===== src/rtl/aes_key_sched_ctrl.sv =====
// AES-128 key-schedule controller: accepts a cipher key, launches the expander,
// captures its 11 round keys into a local store and serves indexed round-key reads.
module aes_key_sched_ctrl #(
  parameter int CAP_DELAY = 1
) (
  input  logic        CLK,
  input  logic        RST,
  input  logic        key_valid_in,
  output logic        key_ready_out,
  input  logic [31:0] key0_in,
  input  logic [31:0] key1_in,
  input  logic [31:0] key2_in,
  input  logic [31:0] key3_in,
  input  logic        abort_in,
  output logic        exp_start_out,
  output logic [31:0] exp_key0_out,
  output logic [31:0] exp_key1_out,
  output logic [31:0] exp_key2_out,
  output logic [31:0] exp_key3_out,
  input  logic [31:0] exp_rk0_in,
  input  logic [31:0] exp_rk1_in,
  input  logic [31:0] exp_rk2_in,
  input  logic [31:0] exp_rk3_in,
  input  logic        rk_req_in,
  input  logic [3:0]  rk_idx_in,
  output logic        rk_valid_out,
  output logic        rk_err_out,
  output logic [31:0] rk0_out,
  output logic [31:0] rk1_out,
  output logic [31:0] rk2_out,
  output logic [31:0] rk3_out,
  output logic        keys_ready_out,
  output logic        busy_out
);

  typedef enum logic [2:0] {
    ST_IDLE    = 3'd0,
    ST_LAUNCH  = 3'd1,
    ST_WAIT    = 3'd2,
    ST_CAPTURE = 3'd3,
    ST_READY   = 3'd4
  } state_e;

  localparam int         NUM_RK   = 11;
  localparam logic [3:0] RK_LAST  = 4'd10;
  // Only reached when CAP_DELAY > 1; WAIT spans CAP_DELAY-1 cycles.
  localparam logic [1:0] DLY_LAST = 2'(CAP_DELAY - 2);

  state_e       state_q, state_d;
  logic [1:0]   dly_q, dly_d;
  logic [3:0]   cnt_q, cnt_d;
  logic [127:0] exp_key_q, exp_key_d;
  logic         start_q, start_d;
  logic         busy_q, busy_d;
  logic         key_ready_q, key_ready_d;
  logic         keys_ready_q, keys_ready_d;
  logic         wr_en_s;
  logic [127:0] rk_in_s;
  logic [127:0] store_q [NUM_RK];
  logic [127:0] rd_data_s;
  logic         rk_valid_q, rk_valid_d;
  logic         rk_err_q, rk_err_d;
  logic [127:0] rk_data_q, rk_data_d;

  assign rk_in_s = {exp_rk0_in, exp_rk1_in, exp_rk2_in, exp_rk3_in};

  // Control FSM next state; status outputs are decoded from the next state so they register in step with it.
  always_comb begin
    state_d   = state_q;
    dly_d     = dly_q;
    cnt_d     = cnt_q;
    exp_key_d = exp_key_q;
    wr_en_s   = 1'b0;
    case (state_q)
      ST_IDLE, ST_READY: begin
        if (abort_in) begin
          state_d = ST_IDLE;
        end else if (key_valid_in) begin
          exp_key_d = {key0_in, key1_in, key2_in, key3_in};
          state_d   = ST_LAUNCH;
        end else begin
          state_d = state_q;
        end
      end
      ST_LAUNCH: begin
        dly_d = 2'd0;
        cnt_d = 4'd0;
        if (abort_in) begin
          state_d = ST_IDLE;
        end else if (CAP_DELAY > 1) begin
          state_d = ST_WAIT;
        end else begin
          state_d = ST_CAPTURE;
        end
      end
      ST_WAIT: begin
        if (abort_in) begin
          state_d = ST_IDLE;
        end else if (dly_q == DLY_LAST) begin
          state_d = ST_CAPTURE;
        end else begin
          dly_d = dly_q + 2'd1;
        end
      end
      ST_CAPTURE: begin
        if (abort_in) begin
          state_d = ST_IDLE;
        end else begin
          wr_en_s = 1'b1;
          if (cnt_q == RK_LAST) begin
            state_d = ST_READY;
          end else begin
            cnt_d = cnt_q + 4'd1;
          end
        end
      end
      default: begin
        state_d = ST_IDLE;
      end
    endcase
    start_d      = (state_d == ST_LAUNCH);
    busy_d       = (state_d == ST_LAUNCH) || (state_d == ST_WAIT) || (state_d == ST_CAPTURE);
    key_ready_d  = (state_d == ST_IDLE) || (state_d == ST_READY);
    keys_ready_d = (state_d == ST_READY);
  end

  // Control state and registered status outputs.
  always_ff @(posedge CLK or negedge RST) begin
    if (!RST) begin
      state_q      <= ST_IDLE;
      dly_q        <= 2'd0;
      cnt_q        <= 4'd0;
      exp_key_q    <= 128'd0;
      start_q      <= 1'b0;
      busy_q       <= 1'b0;
      key_ready_q  <= 1'b1;
      keys_ready_q <= 1'b0;
    end else begin
      state_q      <= state_d;
      dly_q        <= dly_d;
      cnt_q        <= cnt_d;
      exp_key_q    <= exp_key_d;
      start_q      <= start_d;
      busy_q       <= busy_d;
      key_ready_q  <= key_ready_d;
      keys_ready_q <= keys_ready_d;
    end
  end

  // Round-key store, written only while capturing.
  always_ff @(posedge CLK or negedge RST) begin
    if (!RST) begin
      for (int i = 0; i < NUM_RK; i++) begin
        store_q[i] <= 128'd0;
      end
    end else begin
      for (int i = 0; i < NUM_RK; i++) begin
        if (wr_en_s && (cnt_q == 4'(i))) begin
          store_q[i] <= rk_in_s;
        end
      end
    end
  end

  // Read-port response; keys_ready_q still reflects the old schedule in the accept cycle.
  always_comb begin
    rd_data_s  = 128'd0;
    rk_valid_d = rk_req_in;
    rk_err_d   = 1'b0;
    rk_data_d  = 128'd0;
    for (int i = 0; i < NUM_RK; i++) begin
      if (rk_idx_in == 4'(i)) begin
        rd_data_s = store_q[i];
      end else begin
        rd_data_s = rd_data_s;
      end
    end
    if (rk_req_in) begin
      if (keys_ready_q && (rk_idx_in <= RK_LAST)) begin
        rk_data_d = rd_data_s;
      end else begin
        rk_err_d = 1'b1;
      end
    end else begin
      rk_err_d = 1'b0;
    end
  end

  // Read-port response registers.
  always_ff @(posedge CLK or negedge RST) begin
    if (!RST) begin
      rk_valid_q <= 1'b0;
      rk_err_q   <= 1'b0;
      rk_data_q  <= 128'd0;
    end else begin
      rk_valid_q <= rk_valid_d;
      rk_err_q   <= rk_err_d;
      rk_data_q  <= rk_data_d;
    end
  end

  assign key_ready_out  = key_ready_q;
  assign exp_start_out  = start_q;
  assign exp_key0_out   = exp_key_q[127:96];
  assign exp_key1_out   = exp_key_q[95:64];
  assign exp_key2_out   = exp_key_q[63:32];
  assign exp_key3_out   = exp_key_q[31:0];
  assign rk_valid_out   = rk_valid_q;
  assign rk_err_out     = rk_err_q;
  assign rk0_out        = rk_data_q[127:96];
  assign rk1_out        = rk_data_q[95:64];
  assign rk2_out        = rk_data_q[63:32];
  assign rk3_out        = rk_data_q[31:0];
  assign keys_ready_out = keys_ready_q;
  assign busy_out       = busy_q;

endmodule


===== config.mk =====
export PLATFORM = sky130hd
export DESIGN_NAME = aes_key_sched_ctrl
export DESIGN_NICKNAME = d
export VERILOG_FILES = /design/src/rtl/aes_key_sched_ctrl.sv
export SDC_FILE = /design/constraint.sdc
export NUM_CORES = 2
export LEC_CHECK = 0
export BUFFER_PORTS_ARGS = -buffer_cell sky130_fd_sc_hd__buf_2
export CAP_MARGIN = 25
export CORE_AREA = 2 2 410 412
export DETAILED_ROUTE_END_ITERATION = 7
export DIE_AREA = 0 0 412 414
export SETUP_SLACK_MARGIN = 0.02
export SYNTH_ARGS = -nofsm -noshare
export SYNTH_HDL_FRONTEND = slang
export SYNTH_SLANG_ARGS = --single-unit

===== constraint.sdc =====
create_clock -name CLK -period 3.88 [get_ports CLK]
set_input_delay 0 -clock CLK [delete_from_list [all_inputs] [get_ports CLK]]
set_output_delay 0 -clock CLK [all_outputs]
set_load 0.1 [all_outputs]

# Yosys cells after proc, flatten, opt, wreduce, memory -nomap -nowiden
# Index checks and enable logic that the tools add are counted.
[totals]
register_bits = 1679
inputBits = 265
out_inout_bits = 262
wordCells = 115
[classes]
n_addsub = 2
magnitude_cmp = 1
n_eq_ne = 33
n_mux = 31
n_bitwise = 1
n_reduce_logical = 25
[ops]
columns = ["cell", "n"]
rows = [
  ["$mux 128", 13],
  ["$eq 4x3->1 const B", 8],
  ["$eq 4x4->1 const B", 6],
  ["$mux 3", 6],
  ["$eq 4x2->1 const B", 4],
  ["$eq 3x2->1 const B", 4],
  ["$logic_and 1x1->1", 12],
  ["$pmux 3 s4", 1],
  ["$reduce_and 3->1", 3],
  ["$eq 4x1->1 const B", 2],
  ["$logic_not 4->1", 2],
  ["$mux 4", 2],
  ["$ne 2x2->1 const B", 4],
  ["$pmux 4 s2", 1],
  ["$eq 3x1->1 const B", 2],
  ["$eq 3x3->1 const B", 2],
  ["$logic_not 3->1", 2],
  ["$mux 2", 3],
  ["$add 4x1->4 const B", 1],
  ["$le 4x4->1 const B", 1],
  ["$mux 1", 4],
  ["$pmux 2 s2", 1],
  ["$reduce_bool 2->1", 2],
  ["$logic_or 1x1->1", 3],
  ["4 further kinds", 4],
]

# Depth between registers and ports, before layout
[logic_depth]
ltp_word = 14
mapped_depth = 9
depth_no_buf = 7

# Worst setup path after synthesis
# Ideal clock, no wire load.
[synth_path]
path_kind = "register -> register"
startpoint = "reg cnt_q[0]"
endpoint = "reg store_q[107] (netlist bit)"
setup_time_ns = 0.125
arrival_ns = 1.922
t_required_ns = 3.755
path_slack_ns = 1.833
path_stages_with_launch = 9
path_buffers = 3
period_less_slack_ns = 2.047
path_cell_list = "dfrtp_1 -> inv_1 -> ha_1 -> and3b_1 -> clkbuf_1 -> and2_1 -> buf_2 -> buf_4 -> mux2_2"
[synth_between]
elab_chain_cells = 2
[synth_lines]
columns = ["item", "line", "source"]
rows = [
  ["from (decl)", "51", "logic [3:0] cnt_q, cnt_d;"],
  ["from (signal assigned)", "141", "cnt_q <= cnt_d;"],
  ["$eq 4x4->1", "158", "if (wr_en_s && (cnt_q == 4'(i))) begin"],
  ["$logic_and 1x1->1", "158", ""],
  ["to (signal, indexed assignment)", "159", "store_q[i] <= rk_in_s;"],
  ["to (decl)", "59", "logic [127:0] store_q [NUM_RK];"],
]
# Every way passes these cells.
# A chain may end at the register's enable or synchronous reset.

# Worst setup path after layout
[layout_path]
startpoint = "reg state_q[0]"
endpoint = "reg store_q[71] (netlist bit)"
[layout_between]
elab_chain_cells = 3
[layout_lines]
columns = ["item", "line", "source"]
rows = [
  ["from (decl)", "49", "state_e state_q, state_d;"],
  ["from (signal assigned)", "139", "state_q <= state_d;"],
  ["$eq 3x2->1", "74", "case (state_q)"],
  ["$mux 1", "74", ""],
  ["$logic_and 1x1->1", "158", ""],
]
# Every way passes these cells.

==> flow_metrics.env <==
export IMPL_path_cells="nand2b_1, nor3_4, and2_4, buf_12, mux2_2"
export IMPL_cp_end_kind="register"
export IMPL_drv_slew=0
export IMPL_die_w_um=412
export IMPL_gr_total_overflow=0
export IMPL_slew_headroom_pct=24.13
export IMPL_ioPinCount=527
export IMPL_cts_htree_levels=4
export IMPL_insertion_delay_ns=0.83
export IMPL_cts_buffer_depth=3
export IMPL_criticalPathCategory="register to register"
export IMPL_route_detailed_drc=0
export IMPL_synthTopCellsByArea="dfrtp_1, mux2_1, mux2_2, buf_6, a21oi_1"
export IMPL_cp_top_family="simple AND/OR/NAND/NOR gates"
export IMPL_dieArea_sq_um=170600
export IMPL_synth_top_cells_by_count="dfrtp_1, mux2_1, mux2_2, a21oi_1, o21ai_0"
export IMPL_dp_cells=8188
export IMPL_cts_buffers=183
export IMPL_core_area_sq_um=166300
export IMPL_fp_row_count=150
export IMPL_holdWs_ns=0.03496
export IMPL_p_per_area_nw_per_um2=529.0
export IMPL_ctsHoldBuffers=394
export IMPL_antenna_found_initial=24
export IMPL_place_hpwl_mm=127.0
export IMPL_r2r_end="store_q[71]"
export IMPL_finalSetupTns_ns=0
export IMPL_finalCritPeriodShare_pct=78.21
export IMPL_hold_path_class="input pin to register"
export IMPL_synth_edf_count=0
export IMPL_synthCells=5927
export IMPL_ant_nets=0
export IMPL_ir_drop_mv=0.7444
export IMPL_fin_crit_ns=3.034
export IMPL_async_reset_ff_share_pct=100.0
export IMPL_cp_num_buf_inv=1
export IMPL_clkTransAtPathRegs_ns=0.06
export IMPL_cp_max_fo=28
export IMPL_wl_per_cell_um=25.72
export IMPL_area_growth_pct=17.61
export IMPL_cts_repair_resized=0
export IMPL_status="complete, no violations"
export IMPL_cts_root_buf="clkbuf_16"
export IMPL_crit_required_ns=4.59
export IMPL_place_ws_ns=0.8304
export IMPL_start_kind="register"
export IMPL_tritoncts="yes"
export IMPL_arrival_ns=3.75
export IMPL_hp_start="key3_in[4]"
export IMPL_synth_most_common_cell="dfrtp_1"
export IMPL_die_h_um=414
export IMPL_synthFlopType="dfrtp_1"
export IMPL_grt_util_all_layers_pct=26.73
export IMPL_first_iter_violations=3927
export IMPL_mappedNetlistArea_sq_um=77580
export IMPL_grt_pass1_wl_mm=349.1
export IMPL_setup_worst_path_start="state_q[0]"
export IMPL_r2r_start="state_q[0]"
export IMPL_ys_warn_count=0
export IMPL_initial_core_util_pct=46.65
export IMPL_drive_above_1_share_pct=25.67
export IMPL_synth_nets=6197
export IMPL_worst_slack_ns=0.8456
export IMPL_fmax_mhz=329.6
export IMPL_final_cell_count_no_fill=8930
export IMPL_setup_viol=0
export IMPL_leakage_nw=44.54
export IMPL_cts_sinks=1679
export IMPL_min_path_cells=3
export IMPL_yosysTopAreaCell="dfrtp_1"
export IMPL_reg2regPathDepth=5
export IMPL_postSynthAreaPerCell_sq_um=13.09
export IMPL_cts_setup_buffers=0
export IMPL_port_buffers=526
export IMPL_routed_wl_mm=229.7
export IMPL_yosys_register_bits=1679
export IMPL_cap_viol_max_count=0
export IMPL_finalWeightedCongestion=0.7820
export IMPL_via_per_inst=5.845
export IMPL_vias=52193
export IMPL_rrSetupSlack_ns=0.85
export IMPL_fill_cells=13801
export IMPL_worstMarginPinSlew_ns=1.138
export IMPL_grt_pass1_vias=54423
export IMPL_ys_types=70
export IMPL_hold_viol_final=0
export IMPL_rsz0062_at_grt="false"
export IMPL_ys_seq_area_share_pct=54.16
export IMPL_max_stage_delay_ns=0.74
export IMPL_slowest_stage="and2_4"
export IMPL_nets=6833
export IMPL_min_to="exp_key_q[4]"
export IMPL_first_pass_iters=6
export IMPL_finalClockSkew_ns=0.02758
export IMPL_synth_top_area_share_pct=54.13
export IMPL_grt_max_degree=162
[sequential cells by signal (all words and copies together), names as in the netlist]
signal and flops:
store_q 1408, exp_key_q 128, rk_data_q 128, cnt_q 4, state_q 3, dly_q 2
busy_out 1, exp_start_out 1, key_ready_out 1, keys_ready_out 1, rk_err_out 1, rk_valid_out 1
[worst max-delay path by stage]
| stage | depth (start not counted) | endpoint |
|---|---|---|
| 2_1_floorplan | 8 | store_q[107] |
| 3_3_place_gp | 5 | store_q[71] |
| 3_5_place_dp | 5 | store_q[53] |
| 4_1_cts | 5 | store_q[12] |
| 5_1_grt | 5 | store_q[12] |
| 6_report | 5 | store_q[71] |
[stage by stage]
| step | instance area, sq um | util (%) | power (mW) |
|---|---|---|---|
| 3_3_place_gp | 81110 | 48.78 | 30.08 |
| 5_1_grt | 91230 | 54.86 | 50.18 |
| 2_1_floorplan | 77580 | - | 28.05 |
| 6_report | 91240 | 54.87 | 48.26 |
| 4_1_cts | 91210 | 54.85 | 48.51 |
| 3_5_place_dp | 81110 | 48.78 | 30.33 |
[report_power, final]
group | internal (mW) | switching (mW)
sequential | 19.9 | 1.27
clock | 10.3 | 7.41
combinational | 3.18 | 6.19
[layout by cell type (no fill, tap or decap), drive strengths merged, types with 106 or more instances in the layout]
master       Yosys  final
a21oi          296    296
buf            332    660
clkbuf         270    280
dfrtp         1678   1678
dlygate4sd3      0    393
inv             99    106
mux2          1580   1580
mux2i          126    126
nand2          170    170
o21ai          276    276
[area by class of cell]
class	count	area [sq um]	share of cell area, %
diodes	9	22.52	0.02468
clock buffers	280	5466	5.992
clock inverters	59	678.2	0.7433
inverters	99	371.6	0.4073
multi-input cells	3547	31680	34.72
flip-flops and latches	1679	42020	46.05
well taps	2204	2758	3.023
repair buffers	1053	8243	9.035
[worst min-delay path, stage by stage]
cell and delay [ns]:
dlygate4sd3_1 0.57, buf_2 0.12, mux2_2 0.13
[metal layers]
metal | up-vias | part of all wire [%] | global-route usage [%]
met5 | - | 0.062 | 0
met4 | 20 | 3.0 | 8.264
met3 | 399 | 5.2 | 4.241
met2 | 1518 | 48 | 43.44
met1 | 27421 | 44 | 36.79
li1 | 22835 | - | -
[cells by family after synthesis]
| logic type | Yosys count | share of synthesized area, % |
|---|---|---|
| adder cells (fa/ha/maj) | 5 | 0.08064 |
| buffers and inverters | 701 | 5.250 |
| AND/OR/NAND/NOR | 618 | 4.422 |
| AO/OA/AOI/OAI | 1192 | 10.33 |
| flip-flops | 1679 | 54.16 |
| multiplexers | 1732 | 25.76 |
(Power assumes the default switching activity.)
